--- config.mk ---
export PLATFORM = sky130hd
export DESIGN_NAME = uart_trx
export DESIGN_NICKNAME = d
export VERILOG_FILES = /design/src/rtl/uart_trx.sv
export SDC_FILE = /design/constraint.sdc
export NUM_CORES = 1
export LEC_CHECK = 0
export BUFFER_PORTS_ARGS = -buffer_cell sky130_fd_sc_hd__buf_4
export CORE_MARGIN = 2
export CORE_UTILIZATION = 55
export CTS_BUF_LIST = sky130_fd_sc_hd__clkbuf_8
export CTS_CLUSTER_DIAMETER = 100
export DETAILED_ROUTE_END_ITERATION = 8
export GPL_ROUTABILITY_DRIVEN = 0
export HOLD_SLACK_MARGIN = 0.05
export PLACE_DENSITY = 0.84
export SLEW_MARGIN = 5
export SYNTH_ARGS = -nofsm -noshare
export SYNTH_HDL_FRONTEND = slang
export SYNTH_SLANG_ARGS = --single-unit
--- constraint.sdc ---
create_clock -name clk -period 2.7 [get_ports clk]
set_input_delay 0.135 -clock clk [delete_from_list [all_inputs] [get_ports clk]]
set_output_delay 0.135 -clock clk [all_outputs]
set_load 0.03 [all_outputs]
--- src/rtl/uart_trx.sv ---
// 8N1 UART transceiver; RX and TX share one integer baud divider.
// Optional build macro UART_LOOPBACK_EN adds a loopback input routing tx into the receiver.
`timescale 1ns / 1ps
module uart_trx #(
  parameter int unsigned CLK_FREQ_HZ = 50_000_000,
  parameter int unsigned BAUD        = 115_200
) (
  input  logic       clk,
  input  logic       rst,
  input  logic       rx,
`ifdef UART_LOOPBACK_EN
  input  logic       loopback,
`endif
  output logic [7:0] rx_data,
  output logic       rx_ready,
  output logic       rx_error,
  output logic       rx_idle,
  input  logic [7:0] tx_data,
  input  logic       tx_start,
  output logic       tx,
  output logic       tx_idle
);

  localparam int unsigned BitCycles  = CLK_FREQ_HZ / BAUD;
  localparam int unsigned HalfCycles = BitCycles / 2;
  localparam int unsigned StopCycles = BitCycles + HalfCycles;
  localparam int unsigned CntW       = $clog2(StopCycles + 1);

  typedef logic [CntW-1:0] cnt_t;

  localparam cnt_t BitLast  = cnt_t'(BitCycles - 1);
  localparam cnt_t HalfLast = cnt_t'(HalfCycles - 1);
  localparam cnt_t HalfCnt  = cnt_t'(HalfCycles);
  localparam cnt_t StopLast = cnt_t'(StopCycles - 1);

  typedef enum logic [1:0] {RxIdle, RxStart, RxData, RxStop} rx_state_e;
  typedef enum logic [1:0] {TxIdle, TxStart, TxData, TxStop} tx_state_e;

  rx_state_e  rx_state_q, rx_state_d;
  cnt_t       rx_cnt_q, rx_cnt_d;
  logic [2:0] rx_bit_q, rx_bit_d;
  logic [7:0] rx_shift_q, rx_shift_d;
  logic [7:0] rx_data_q, rx_data_d;
  logic       rx_ready_q, rx_ready_d;
  logic       rx_error_q, rx_error_d;
  logic       stop_err_q, stop_err_d;
  logic       rx_meta_q, rx_sync_q;
  logic       rx_src;

  tx_state_e  tx_state_q, tx_state_d;
  cnt_t       tx_cnt_q, tx_cnt_d;
  logic [2:0] tx_bit_q, tx_bit_d;
  logic [7:0] tx_shift_q, tx_shift_d;
  logic       tx_q, tx_d;

`ifdef UART_LOOPBACK_EN
  assign rx_src = loopback ? tx_q : rx;
`else
  assign rx_src = rx;
`endif

  always_ff @(posedge clk) begin
    if (rst) begin
      rx_meta_q <= 1'b1;
      rx_sync_q <= 1'b1;
    end else begin
      rx_meta_q <= rx_src;
      rx_sync_q <= rx_meta_q;
    end
  end

  always_ff @(posedge clk) begin
    if (rst) begin
      rx_state_q <= RxIdle;
      rx_cnt_q   <= '0;
      rx_bit_q   <= '0;
      rx_shift_q <= '0;
      rx_data_q  <= '0;
      rx_ready_q <= 1'b0;
      rx_error_q <= 1'b0;
      stop_err_q <= 1'b0;
    end else begin
      rx_state_q <= rx_state_d;
      rx_cnt_q   <= rx_cnt_d;
      rx_bit_q   <= rx_bit_d;
      rx_shift_q <= rx_shift_d;
      rx_data_q  <= rx_data_d;
      rx_ready_q <= rx_ready_d;
      rx_error_q <= rx_error_d;
      stop_err_q <= stop_err_d;
    end
  end

  always_comb begin
    rx_state_d = rx_state_q;
    rx_cnt_d   = rx_cnt_q;
    rx_bit_d   = rx_bit_q;
    rx_shift_d = rx_shift_q;
    rx_data_d  = rx_data_q;
    rx_ready_d = rx_ready_q;
    rx_error_d = rx_error_q;
    stop_err_d = stop_err_q;
    case (rx_state_q)
      RxIdle: begin
        if (!rx_sync_q) begin
          rx_state_d = RxStart;
          rx_cnt_d   = '0;
          rx_ready_d = 1'b0;
          rx_error_d = 1'b0;
        end
      end
      RxStart: begin
        if (rx_cnt_q == HalfLast) begin
          rx_cnt_d   = '0;
          rx_bit_d   = '0;
          rx_state_d = rx_sync_q ? RxIdle : RxData;
        end else begin
          rx_cnt_d = rx_cnt_q + 1'b1;
        end
      end
      RxData: begin
        if (rx_cnt_q == BitLast) begin
          rx_cnt_d   = '0;
          rx_shift_d = {rx_sync_q, rx_shift_q[7:1]};
          if (rx_bit_q == 3'd7) begin
            rx_state_d = RxStop;
            stop_err_d = 1'b0;
          end else begin
            rx_bit_d = rx_bit_q + 1'b1;
          end
        end else begin
          rx_cnt_d = rx_cnt_q + 1'b1;
        end
      end
      RxStop: begin
        // Watch from the nominal start of the stop bit so short glitches anywhere in it count.
        if (rx_cnt_q >= HalfCnt && rx_cnt_q < StopLast && !rx_sync_q) begin
          stop_err_d = 1'b1;
        end
        if (rx_cnt_q == StopLast) begin
          rx_cnt_d   = '0;
          rx_data_d  = rx_shift_q;
          rx_ready_d = 1'b1;
          rx_error_d = stop_err_q;
          rx_state_d = RxIdle;
        end else begin
          rx_cnt_d = rx_cnt_q + 1'b1;
        end
      end
      default: rx_state_d = RxIdle;
    endcase
  end

  always_ff @(posedge clk) begin
    if (rst) begin
      tx_state_q <= TxIdle;
      tx_cnt_q   <= '0;
      tx_bit_q   <= '0;
      tx_shift_q <= '0;
      tx_q       <= 1'b1;
    end else begin
      tx_state_q <= tx_state_d;
      tx_cnt_q   <= tx_cnt_d;
      tx_bit_q   <= tx_bit_d;
      tx_shift_q <= tx_shift_d;
      tx_q       <= tx_d;
    end
  end

  always_comb begin
    tx_state_d = tx_state_q;
    tx_cnt_d   = tx_cnt_q;
    tx_bit_d   = tx_bit_q;
    tx_shift_d = tx_shift_q;
    tx_d       = tx_q;
    case (tx_state_q)
      TxIdle: begin
        tx_d = 1'b1;
        if (tx_start) begin
          tx_shift_d = tx_data;
          tx_cnt_d   = '0;
          tx_d       = 1'b0;
          tx_state_d = TxStart;
        end
      end
      TxStart: begin
        if (tx_cnt_q == BitLast) begin
          tx_cnt_d   = '0;
          tx_bit_d   = '0;
          tx_d       = tx_shift_q[0];
          tx_state_d = TxData;
        end else begin
          tx_cnt_d = tx_cnt_q + 1'b1;
        end
      end
      TxData: begin
        if (tx_cnt_q == BitLast) begin
          tx_cnt_d = '0;
          if (tx_bit_q == 3'd7) begin
            tx_d       = 1'b1;
            tx_state_d = TxStop;
          end else begin
            tx_bit_d   = tx_bit_q + 1'b1;
            tx_shift_d = {1'b0, tx_shift_q[7:1]};
            tx_d       = tx_shift_q[1];
          end
        end else begin
          tx_cnt_d = tx_cnt_q + 1'b1;
        end
      end
      TxStop: begin
        if (tx_cnt_q == BitLast) begin
          tx_cnt_d   = '0;
          tx_state_d = TxIdle;
        end else begin
          tx_cnt_d = tx_cnt_q + 1'b1;
        end
      end
      default: tx_state_d = TxIdle;
    endcase
  end

  assign rx_data  = rx_data_q;
  assign rx_ready = rx_ready_q;
  assign rx_error = rx_error_q;
  assign rx_idle  = (rx_state_q == RxIdle);
  assign tx       = tx_q;
  assign tx_idle  = (tx_state_q == TxIdle);

endmodule

==> results.sh, run 1 <==
export IMPL_outcome="finished, final reports clean"
export IMPL_p_per_area_nw_per_um2=695
export IMPL_clk_pin_slew_worst_paths_ns=0.07
export IMPL_syn_nets=376
export IMPL_min_path_type="input port to flop"
export IMPL_num_rows=27
export IMPL_fp_dieArea_sq_um=6310
export IMPL_pwr_share_seq_pct=41.2
export IMPL_fin_crit_sh_pct=85.8
export IMPL_avgSynthCellArea_sq_um=8.94
export IMPL_drive_gt1_share_pct=15.1
export IMPL_clkPwrFrac_pct=39.3
export IMPL_critPathKind="flop to flop"
export IMPL_power_switching_uw=706
export IMPL_finalHoldViolations=0
export IMPL_fin_crit_ns=2.32
export IMPL_ys_seq_area_share_pct=38.4
export IMPL_place_area_sq_um=3280
export IMPL_critPathRequiredTime_ns=2.97
export IMPL_antenna_left=0
export IMPL_syn_inst=350
export IMPL_clock_sinks=60
export IMPL_start_kind="flop"
export IMPL_start_util_pct=56.9
export IMPL_dr_first_iter_drc_count=114
export IMPL_numCtsBuffers=9
export IMPL_ir_worst_vdd_mv=0.450
export IMPL_fmax_mhz=431
export IMPL_leakage_nw=1.32
export IMPL_drc_errors=0
export IMPL_cts_buffer_depth=2
export IMPL_synth_top_area_cell="dfxtp_1"
export IMPL_h_tree_depth=3
export IMPL_wl_per_cell_um=14.3
export IMPL_io_buffers=24
export IMPL_synth_top_area_share_pct=38.4
export IMPL_syn_area_sq_um=3130
export IMPL_crit_fanout=7
export IMPL_core_sq_um=5510
export IMPL_critical_path_startpoint="rx_cnt_q[0]$_SDFFE_PP0P_"
export IMPL_dieHeight_um=79.4
export IMPL_place_ws_ns=0.496
export IMPL_max_slew_margin_rel_pct=51.5
export IMPL_io_pins=25
export IMPL_r2r_start="rx_cnt_q[0]$_SDFFE_PP0P_"
export IMPL_timing_final_ws_setup_ns=0.382
export IMPL_holdWs_ns=0.140
export IMPL_grt_overflow_total=0
export IMPL_chipWidth_um=79.4
export IMPL_vias_per_cell=5.87
export IMPL_postCtsSetupRepairBufs=0
export IMPL_dr_pass1_iters=4
export IMPL_first_global_vias=2464
export IMPL_synth_seq_cells=60
export IMPL_fin_nets=393
export IMPL_tightest_slew_ns=0.710
export IMPL_switching_share_pct=28.7
export IMPL_ys_warn_count=0
export IMPL_grt_max_degree=71
export IMPL_grt_pass1_wl_mm=11.1
export IMPL_arrival_ns=2.58
export IMPL_hold_buffers=1
export IMPL_fin_tns_setup_ns=0
export IMPL_fill_cells=451
export IMPL_min_delay_start="tx_data[6]"
export IMPL_grt_use_total_pct=22.4
export IMPL_n_antenna_cell=0
export IMPL_rsz0062_at_grt="false"
export IMPL_hpwl_mm=4.23
export IMPL_cts_resized=0
export IMPL_synth_distinct_cells=56
export IMPL_p_int_mw=1.75
export IMPL_vias=2608
export IMPL_cp_end_kind="flop"
export IMPL_setup_violations=0
export IMPL_p_comb_share_pct=19.5
export IMPL_skew_ns=0.00917
export IMPL_clockRootBuffer="clkbuf_8"
export IMPL_synthTopCellsByArea="dfxtp_1 38%, mux2i_1 8.6%, ha_1 5.6%, nor2_1 4.9%, a21oi_1 2.9%"
export IMPL_clock_latency_ns=0.34
export IMPL_cts_tree="built"
export IMPL_syn2layout_area_growth_pct=12.9
export IMPL_antenna_found_initial=0
export IMPL_finalMaxSlewViolations=0
export IMPL_routed_wl_mm=6.34
export IMPL_drv_cap=0
export IMPL_design_area_sq_um=3530
## final timing paths
kind	cells past startpoint	slack, ns	endpoint
max	7	0.38	stop_err_q$_SDFFE_PP0P_
min	3	0.14	tx_shift_q[6]$_SDFFE_PP0P_
max reg2reg	7	0.38	stop_err_q$_SDFFE_PP0P_
min reg2reg	1	0.42	rx_sync_q$_SDFF_PP1_
## flip-flops by register name (all words and copies together), names as in the netlist, named ones only
| register | count |
|---|---|
| rx_cnt_q | 10 |
| tx_cnt_q | 10 |
| rx_data | 8 |
| rx_shift_q | 8 |
| tx_shift_q | 8 |
| rx_bit_q | 3 |
| tx_bit_q | 3 |
| tx_state_q | 2 |
| rx_error | 1 |
| rx_meta_q | 1 |
| rx_ready | 1 |
| rx_state_q | 1 |
| rx_sync_q | 1 |
| stop_err_q | 1 |
| tx | 1 |
## placed cells by master, fill, tap and decap left out, types with 4 or more instances in the layout
| cell type | n |
|---|---|
| o31ai_1 | 7 |
| ha_1 | 14 |
| xor2_1 | 4 |
| mux2i_1 | 27 |
| and3_1 | 7 |
| clkbuf_8 | 9 |
| dfxtp_1 | 60 |
| nor3_1 | 7 |
| nor2_1 | 41 |
| and2_1 | 4 |
| nand3_1 | 11 |
| nand3b_1 | 8 |
| a311oi_1 | 5 |
| a21oi_1 | 18 |
| o21ai_0 | 14 |
| a31oi_1 | 4 |
| inv_1 | 13 |
| buf_4 | 25 |
| a211oi_1 | 10 |
| nand2b_1 | 5 |
| nand2_1 | 21 |
## synth_stat cells, drive strengths merged
master,instances
nor3,7
and2,5
a41oi,3
nor4,1
a22o,1
mux2i,27
o311a,1
a311o,1
a21o,2
a211oi,10
nand4,5
or2,3
a221oi,1
xor2,4
o21ai,16
and3,8
xnor2,1
a2111oi,1
inv,12
nand3b,8
o211ai,2
nor3b,3
o32a,1
o31ai,7
and4bb,3
clkbuf,10
nand2b,5
and4,2
nor2b,2
dlygate4sd1,1
nor4bb,1
a22oi,1
nand2,21
ha,14
or3,3
a21oi,19
nand3,11
mux2,1
a31oi,4
buf,9
nor2,44
a311oi,5
dfxtp,60
o211a,1
or4,3
## metal layers
layer,wire length [um],GRT usage (%),vias up
met5,0,0,-
met4,178,10.5,0
met3,275,6.33,15
met2,3050,36.2,71
met1,2830,27.5,1218
li1,-,-,1304
## critical path, stage by stage, from the launching register on
cell and delay [ns]:
dfxtp_1 0.48, inv_1 0.13, ha_1 0.26, nand2b_1 0.08, a311oi_1 0.08, a2111oi_0 0.65
mux2_2 0.42, a21oi_1 0.15
## per-stage QoR
step           power [mW]  utilization [%]  instances
6_report             2.46             64.2        444
5_1_grt              2.59             64.2        444
4_1_cts              2.48             64.2        444
3_5_place_dp         1.50             59.6        427
3_3_place_gp         1.48             59.6        427
2_1_floorplan        1.39                -        350
## kinds of logic after synthesis
family / share of synthesized area (%)
muxes: 8.99
adders and majority gates: 5.60
DFF: 38.4
AOI/OAI and AO/OA: 16.6
xor gates and xnor gates: 1.40
buffers and inverters: 5.44
and+or+nand+nor: 23.6
## area by class of cell
class	count	area [sq um]	area share (%)
tap	72	90.1	2.55
sequential	60	1200	34.0
clock buffer	9	124	3.51
multi-input combinational	258	1760	49.8
timing repair buffer	26	198	5.59
clock inverter	7	116	3.29
inverter	12	45.0	1.27
## power by group through the flow
stage / combinational, mW / clock, mW / sequential (mW)
4_1_cts: 0.477 / 0.988 / 1.01
3_3_place_gp: 0.453 / 0 / 1.03
5_1_grt: 0.537 / 1.04 / 1.02
6_report: 0.478 / 0.966 / 1.01
3_5_place_dp: 0.471 / 0 / 1.03
2_1_floorplan: 0.362 / 0 / 1.03
No activity file was read; power rests on OpenSTA's default activity.
==> run 2: changes to the inputs <==
Settings changed: RECOVER_POWER set to 100.
==> run 2 against run 1 <==
  * Final cell count did not move
  * First-iteration DRC count rose by 25%
  * Power fell by 0.44%
  * Global-route usage did not move
  * Largest power group unchanged
  * Via count rose by 0.50%
  * Setup slack got worse by 0.0010 ns
==> results.sh, run 2 (synthesis results as in run 1) <==
export IMPL_skew_ns=0.0101
export IMPL_multi_input_area_sq_um=1730
export IMPL_fin_nets=393
export IMPL_num_rows=27
export IMPL_setup_violations=0
export IMPL_critPathKind="flop to flop"
export IMPL_wl_per_cell_um=14.3
export IMPL_max_slew_margin_rel_pct=29.4
export IMPL_crit_fanout=10
export IMPL_p_per_area_nw_per_um2=707
export IMPL_io_pins=25
export IMPL_ir_worst_vdd_mv=0.452
export IMPL_cp_top_family="simple AND/OR/NAND/NOR gates"
export IMPL_finalCoreUtilization_pct=62.8
export IMPL_min_path_type="input port to flop"
export IMPL_power_total_mw=2.45
export IMPL_cp_num_buf_inv=0
export IMPL_rsz0062_at_grt="false"
export IMPL_biggestRegsByFlops="rx_cnt_q: 10 flops, tx_cnt_q: 10 flops"
export IMPL_dieHeight_um=79.4
export IMPL_dr_first_iter_drc_count=142
export IMPL_crit_path_max_incr_delay_ns=0.83
export IMPL_vias_per_cell=5.90
export IMPL_instances_no_fill=444
export IMPL_grt_overflow_total=0
export IMPL_fmax_mhz=431
export IMPL_antenna_found_initial=0
export IMPL_clock_latency_ns=0.34
export IMPL_cts_tree="built"
export IMPL_fin_tns_setup_ns=0
export IMPL_hpwl_mm=4.23
export IMPL_routed_wl_mm=6.37
export IMPL_start_kind="flop"
export IMPL_final_cell_mix="60 x dfxtp_1, 43 x nor2_1, 27 x mux2i_1, 21 x nand2_1, 18 x a21oi_1"
export IMPL_slowest_stage="nor2_1"
export IMPL_drive_gt1_share_pct=10.2
export IMPL_syn2layout_area_growth_pct=10.5
export IMPL_drc_errors=0
export IMPL_n_antenna_cell=0
export IMPL_crit_chain="ha_1 -> and3_1 -> nand3_1 -> nor2_1 -> mux2i_1 -> nor2_1"
export IMPL_first_global_vias=2464
export IMPL_fp_dieArea_sq_um=6310
export IMPL_dp_cells=427
export IMPL_dr_pass1_iters=5
export IMPL_critPathRequiredTime_ns=2.91
export IMPL_cp_end_kind="flop"
export IMPL_fin_crit_ns=2.32
export IMPL_h_tree_depth=3
export IMPL_clockRootBuffer="clkbuf_8"
export IMPL_numCtsBuffers=9
export IMPL_antenna_left=0
export IMPL_drv_cap=0
export IMPL_fill_cells=469
export IMPL_outcome="finished, final reports clean"
export IMPL_grt_pass1_wl_mm=11.1
export IMPL_vias=2621
export IMPL_fin_crit_sh_pct=85.9
export IMPL_finalHoldViolations=0
export IMPL_finalMaxSlewViolations=0
export IMPL_tightest_slew_ns=1.05
export IMPL_grt_use_total_pct=22.4
export IMPL_clock_sinks=60
export IMPL_cts_buffer_depth=2
export IMPL_cpMostUsedCell="nor2_1"
export IMPL_final_common_cell="dfxtp_1"
export IMPL_clk_pin_slew_worst_paths_ns=0.07
export IMPL_io_buffers=24
export IMPL_grt_max_degree=71
export IMPL_leakage_nw=1.25
export IMPL_core_sq_um=5510
export IMPL_arrival_ns=2.53
export IMPL_seq_area_sq_um=1200
export IMPL_chipWidth_um=79.4
export IMPL_postCtsSetupRepairBufs=0
export IMPL_start_util_pct=56.9
export IMPL_cts_resized=0
[run 2: power by group]
part           switching (mW)  total (mW)  internal [mW]
clock network           0.357       0.968          0.611
logic                   0.295       0.465          0.170
registers              0.0553        1.01          0.958
total                   0.708        2.45           1.74
[run 2: area by class of cell]
cell class	count	area share (%)
Multi-Input combinational cell	258	50.1
Sequential cell	60	34.7
Timing Repair Buffer	26	4.30
Clock buffer	9	3.58
Clock inverter	7	3.36
Tap cell	72	2.60
Inverter	12	1.30
[run 2: worst register-to-register path, cell delays in order (launching register included)]
cell and delay [ns]:
dfxtp_1 0.48, ha_1 0.20, and3_1 0.17, nand3_1 0.13, nor2_1 0.83, mux2i_1 0.33, nor2_1 0.05
[run 2: worst paths after layout]
path                                      to  slack (ns)                      from  cells past startpoint
setup reg to reg     rx_data[7]$_SDFFE_PP0P_        0.38  rx_cnt_q[1]$_SDFFE_PP0P_                      6
setup / recovery     rx_data[7]$_SDFFE_PP0P_        0.38  rx_cnt_q[1]$_SDFFE_PP0P_                      6
hold / removal    tx_shift_q[6]$_SDFFE_PP0P_        0.14                tx_data[6]                      3
hold reg to reg         rx_sync_q$_SDFF_PP1_        0.42      rx_meta_q$_SDFF_PP1_                      1
[run 2: per-stage QoR]
stage / setup WS [ns] / instance area, sq um / hold WS (ns)
after detailed placement: 0.496 / 3280 / 0.322
after CTS: 0.432 / 3530 / 0.126
after global placement: 0.564 / 3280 / 0.322
final: 0.381 / 3460 / 0.138
after floorplan: 0.905 / 3130 / 0.239
after global routing: 0.173 / 3460 / 0.145
[run 2: repair_timing]
action                     in CTS  in global routing
hold endpoints to repair        1                  0
setup endpoints to repair       0                  0
hold buffers                    1                  0
[run 2: per-layer routing]
metal | share of wire (%) | GRT usage (%) | vias up | wire (um)
met1 | 44 | 27.5 | 1235 | 2830
met5 | 0 | 0 | - | 0
met3 | 4.4 | 6.33 | 15 | 280
met2 | 48 | 36.2 | 69 | 3080
li1 | - | - | 1302 | -
met4 | 2.8 | 10.5 | 0 | 176
==> run 3: changes to the inputs <==
Settings changed: ABC_AREA set to 1.
==> run 3 against run 2 <==
  * Flip-flop and latch count is the same
  * Combinational power is 38% higher
  * Count of clock-buffer cells in the layout is 2 higher
  * Largest cell class unchanged
  * Cell area increased by 1.3%
  * Die area grew 2.6%
  * Setup slack gained 0.20 ns
  * Routed wire length increased by 1.9%
==> results.sh, run 3 <==
export IMPL_fp_dieArea_sq_um=6480
export IMPL_n_antenna_cell=0
export IMPL_synth_distinct_cells=41
export IMPL_crit_chain="clkinv_1 -> nor2_1 -> nand3_1 -> nor2_1 -> nand3_1 -> o21ai_0 -> a21oi_1"
export IMPL_min_path_type="input port to flop"
export IMPL_core_sq_um=5570
export IMPL_crit_path_max_incr_delay_ns=0.50
export IMPL_avgSynthCellArea_sq_um=7.34
export IMPL_power_switching_uw=849
export IMPL_grt_overflow_total=0
export IMPL_drive_gt1_share_pct=11.8
export IMPL_syn_inst=438
export IMPL_fin_crit_ns=2.12
export IMPL_dr_pass1_iters=5
export IMPL_finalMaxSlewViolations=0
export IMPL_clockRootBuffer="clkbuf_8"
export IMPL_cts_resized=0
export IMPL_critPathRequiredTime_ns=2.91
export IMPL_met3_usage_pct=7.53
export IMPL_finalHoldViolations=0
export IMPL_fmax_mhz=471
export IMPL_grt_pass1_wl_mm=10.8
export IMPL_ys_warn_count=0
export IMPL_drv_cap=0
export IMPL_synth_edff_count=0
export IMPL_ys_seq_area_share_pct=37.3
export IMPL_cp_num_buf_inv=1
export IMPL_cp_end_kind="flop"
export IMPL_cts_tree="built"
export IMPL_clk_pin_slew_worst_paths_ns=0.07
export IMPL_vias_per_cell=5.28
export IMPL_critPathKind="flop to flop"
export IMPL_p_int_mw=1.64
export IMPL_met1_usage_pct=23.4
export IMPL_ir_worst_vdd_mv=0.579
export IMPL_chipWidth_um=80.5
export IMPL_drc_errors=0
export IMPL_dieHeight_um=80.5
export IMPL_io_buffers=24
export IMPL_rsz0062_at_grt="false"
export IMPL_hpwl_mm=4.47
export IMPL_clkPwrFrac_pct=32.9
export IMPL_async_flop_share_pct=0
export IMPL_fin_tns_setup_ns=0
export IMPL_final_cell_mix="74 x nand2_1, 61 x inv_1, 60 x dfxtp_1, 50 x o21ai_0, 48 x a21oi_1"
export IMPL_syn_nets=464
export IMPL_numCtsBuffers=9
export IMPL_crit_fanout=19
export IMPL_wl_per_cell_um=12.1
export IMPL_p_comb_share_pct=25.8
export IMPL_yosysMostFrequentCell="nand2_1"
export IMPL_skew_ns=0.00701
export IMPL_syn_area_sq_um=3220
export IMPL_final_common_cell="nand2_1"
export IMPL_synth_top_area_cell="dfxtp_1"
export IMPL_io_pins=25
export IMPL_clock_sinks=60
export IMPL_antenna_left=0
export IMPL_routed_wl_mm=6.49
export IMPL_tightest_slew_ns=0.620
export IMPL_ys_flop_type="dfxtp_1"
export IMPL_synthTopCellsByArea="dfxtp_1 37%, nand2_1 8.4%, o21ai_0 7.6%, a21oi_1 7.2%, inv_1 6.9%"
export IMPL_dr_first_iter_drc_count=133
export IMPL_grt_use_total_pct=21.6
export IMPL_outcome="finished, final reports clean"
export IMPL_arrival_ns=2.33
export IMPL_cts_buffer_depth=2
export IMPL_fin_crit_sh_pct=78.6
export IMPL_top_usage_layer="met2"
export IMPL_vias=2834
export IMPL_slowest_stage="dfxtp_1"
export IMPL_cp_top_family="simple AND/OR/NAND/NOR gates"
export IMPL_leakage_nw=1.46
export IMPL_antenna_found_initial=0
export IMPL_fin_nets=486
export IMPL_power_total_mw=2.49
export IMPL_synth_seq_cells=60
export IMPL_setup_violations=0
export IMPL_clock_latency_ns=0.34
export IMPL_start_kind="flop"
export IMPL_biggestRegsByFlops="rx_cnt_q: 10 flops, tx_cnt_q: 10 flops"
export IMPL_postCtsSetupRepairBufs=0
export IMPL_first_global_vias=2620
export IMPL_grt_max_degree=22
export IMPL_use_met2_pct=38.0
export IMPL_pwr_share_seq_pct=41.2
export IMPL_h_tree_depth=3
export IMPL_switching_share_pct=34.0
export IMPL_syn2layout_area_growth_pct=8.98
export IMPL_num_rows=27
export IMPL_ys_top_cells_by_count="72 x nand2_1, 60 x dfxtp_1, 59 x inv_1"
export IMPL_start_util_pct=57.7
export IMPL_p_per_area_nw_per_um2=711
export IMPL_max_slew_margin_rel_pct=58.6
export IMPL_synth_top_area_share_pct=37.3
run 3: cell types whose count changed after synthesis, moves of 7 or more:
cell      previous run  this run
nand3_2              0         7
inv_1               12        59
nand3b_1             8         1
a21oi_1             18        46
a211oi_1            10         3
o21ai_0             14        49
nand2_1             21        72
o31ai_1              7         0
inv_2                0         7
mux2i_1             27         0
run 3: logic make-up (layout without fill, tap and decap cells):
group           Yosys count  count (layout)  share of synthesized area [%]
fa+ha+maj                14              14                           5.45
buf+inv                  82             109                           10.8
xor+xnor                  2               2                          0.545
simple gates            166             166                           26.3
compound gates          114             114                           19.5
flops                    60              60                           37.3
run 3: repair_timing:
item	4_1_cts	5_1_grt
hold buffers	1	0
endpoints found under the hold margin	1	0
endpoints found under the setup margin	0	0
run 3: worst paths after layout:
path	startpoint	endpoint	slack (ns)	cells past startpoint
min reg2reg	rx_meta_q$_SDFF_PP1_	rx_sync_q$_SDFF_PP1_	0.41	1
max	rx_cnt_q[3]$_SDFFE_PP0P_	rx_data[2]$_SDFFE_PP0P_	0.58	7
max reg2reg	rx_cnt_q[3]$_SDFFE_PP0P_	rx_data[2]$_SDFFE_PP0P_	0.58	7
min	rst	rx_cnt_q[4]$_SDFFE_PP0P_	0.14	2
run 3: worst reg2reg max path, stage by stage (launching register included):
cell	delay, ns
dfxtp_1	0.50
clkinv_1	0.14
nor2_1	0.16
nand3_1	0.09
nor2_1	0.19
nand3_1	0.48
o21ai_0	0.36
a21oi_1	0.06
run 3: layout make-up:
cell class	instances	area (sq um)
multi-input combinational	296	1610
timing repair buffer	26	153
tap	72	90.1
clock buffer	11	151
inverter	67	254
sequential	60	1200
clock inverter	5	51.3
fill	495	2070
run 3: per-stage QoR:
step                      instances  hold WS [ns]  area [sq um]  worst slack (ns)  util (%)
after global placement          520         0.333          3400             0.915      61.0
after detailed placement        520         0.334          3400             0.837      61.0
final                           537         0.144          3510             0.578      62.9
after global routing            537         0.132          3510             0.383      62.9
after floorplan                 438         0.239          3220              1.02         -
after CTS                       537         0.104          3610             0.826      64.8
run 3: per-layer routing:
metal  share of wire (%)  vias to the layer above
li1                    -                     1475
met1                  44                     1296
met2                  50                       53
met3                 4.5                       10
met4                 1.3                        0
met5                   0                        -
run 3: power by group through the flow:
stage,logic (mW),clock network [mW],registers (mW)
floorplan,0.550,0,1.04
global placement,0.650,0,1.04
detailed placement,0.672,0,1.05
CTS,0.678,0.842,1.03
global route,0.725,0.875,1.04
finish,0.644,0.821,1.03
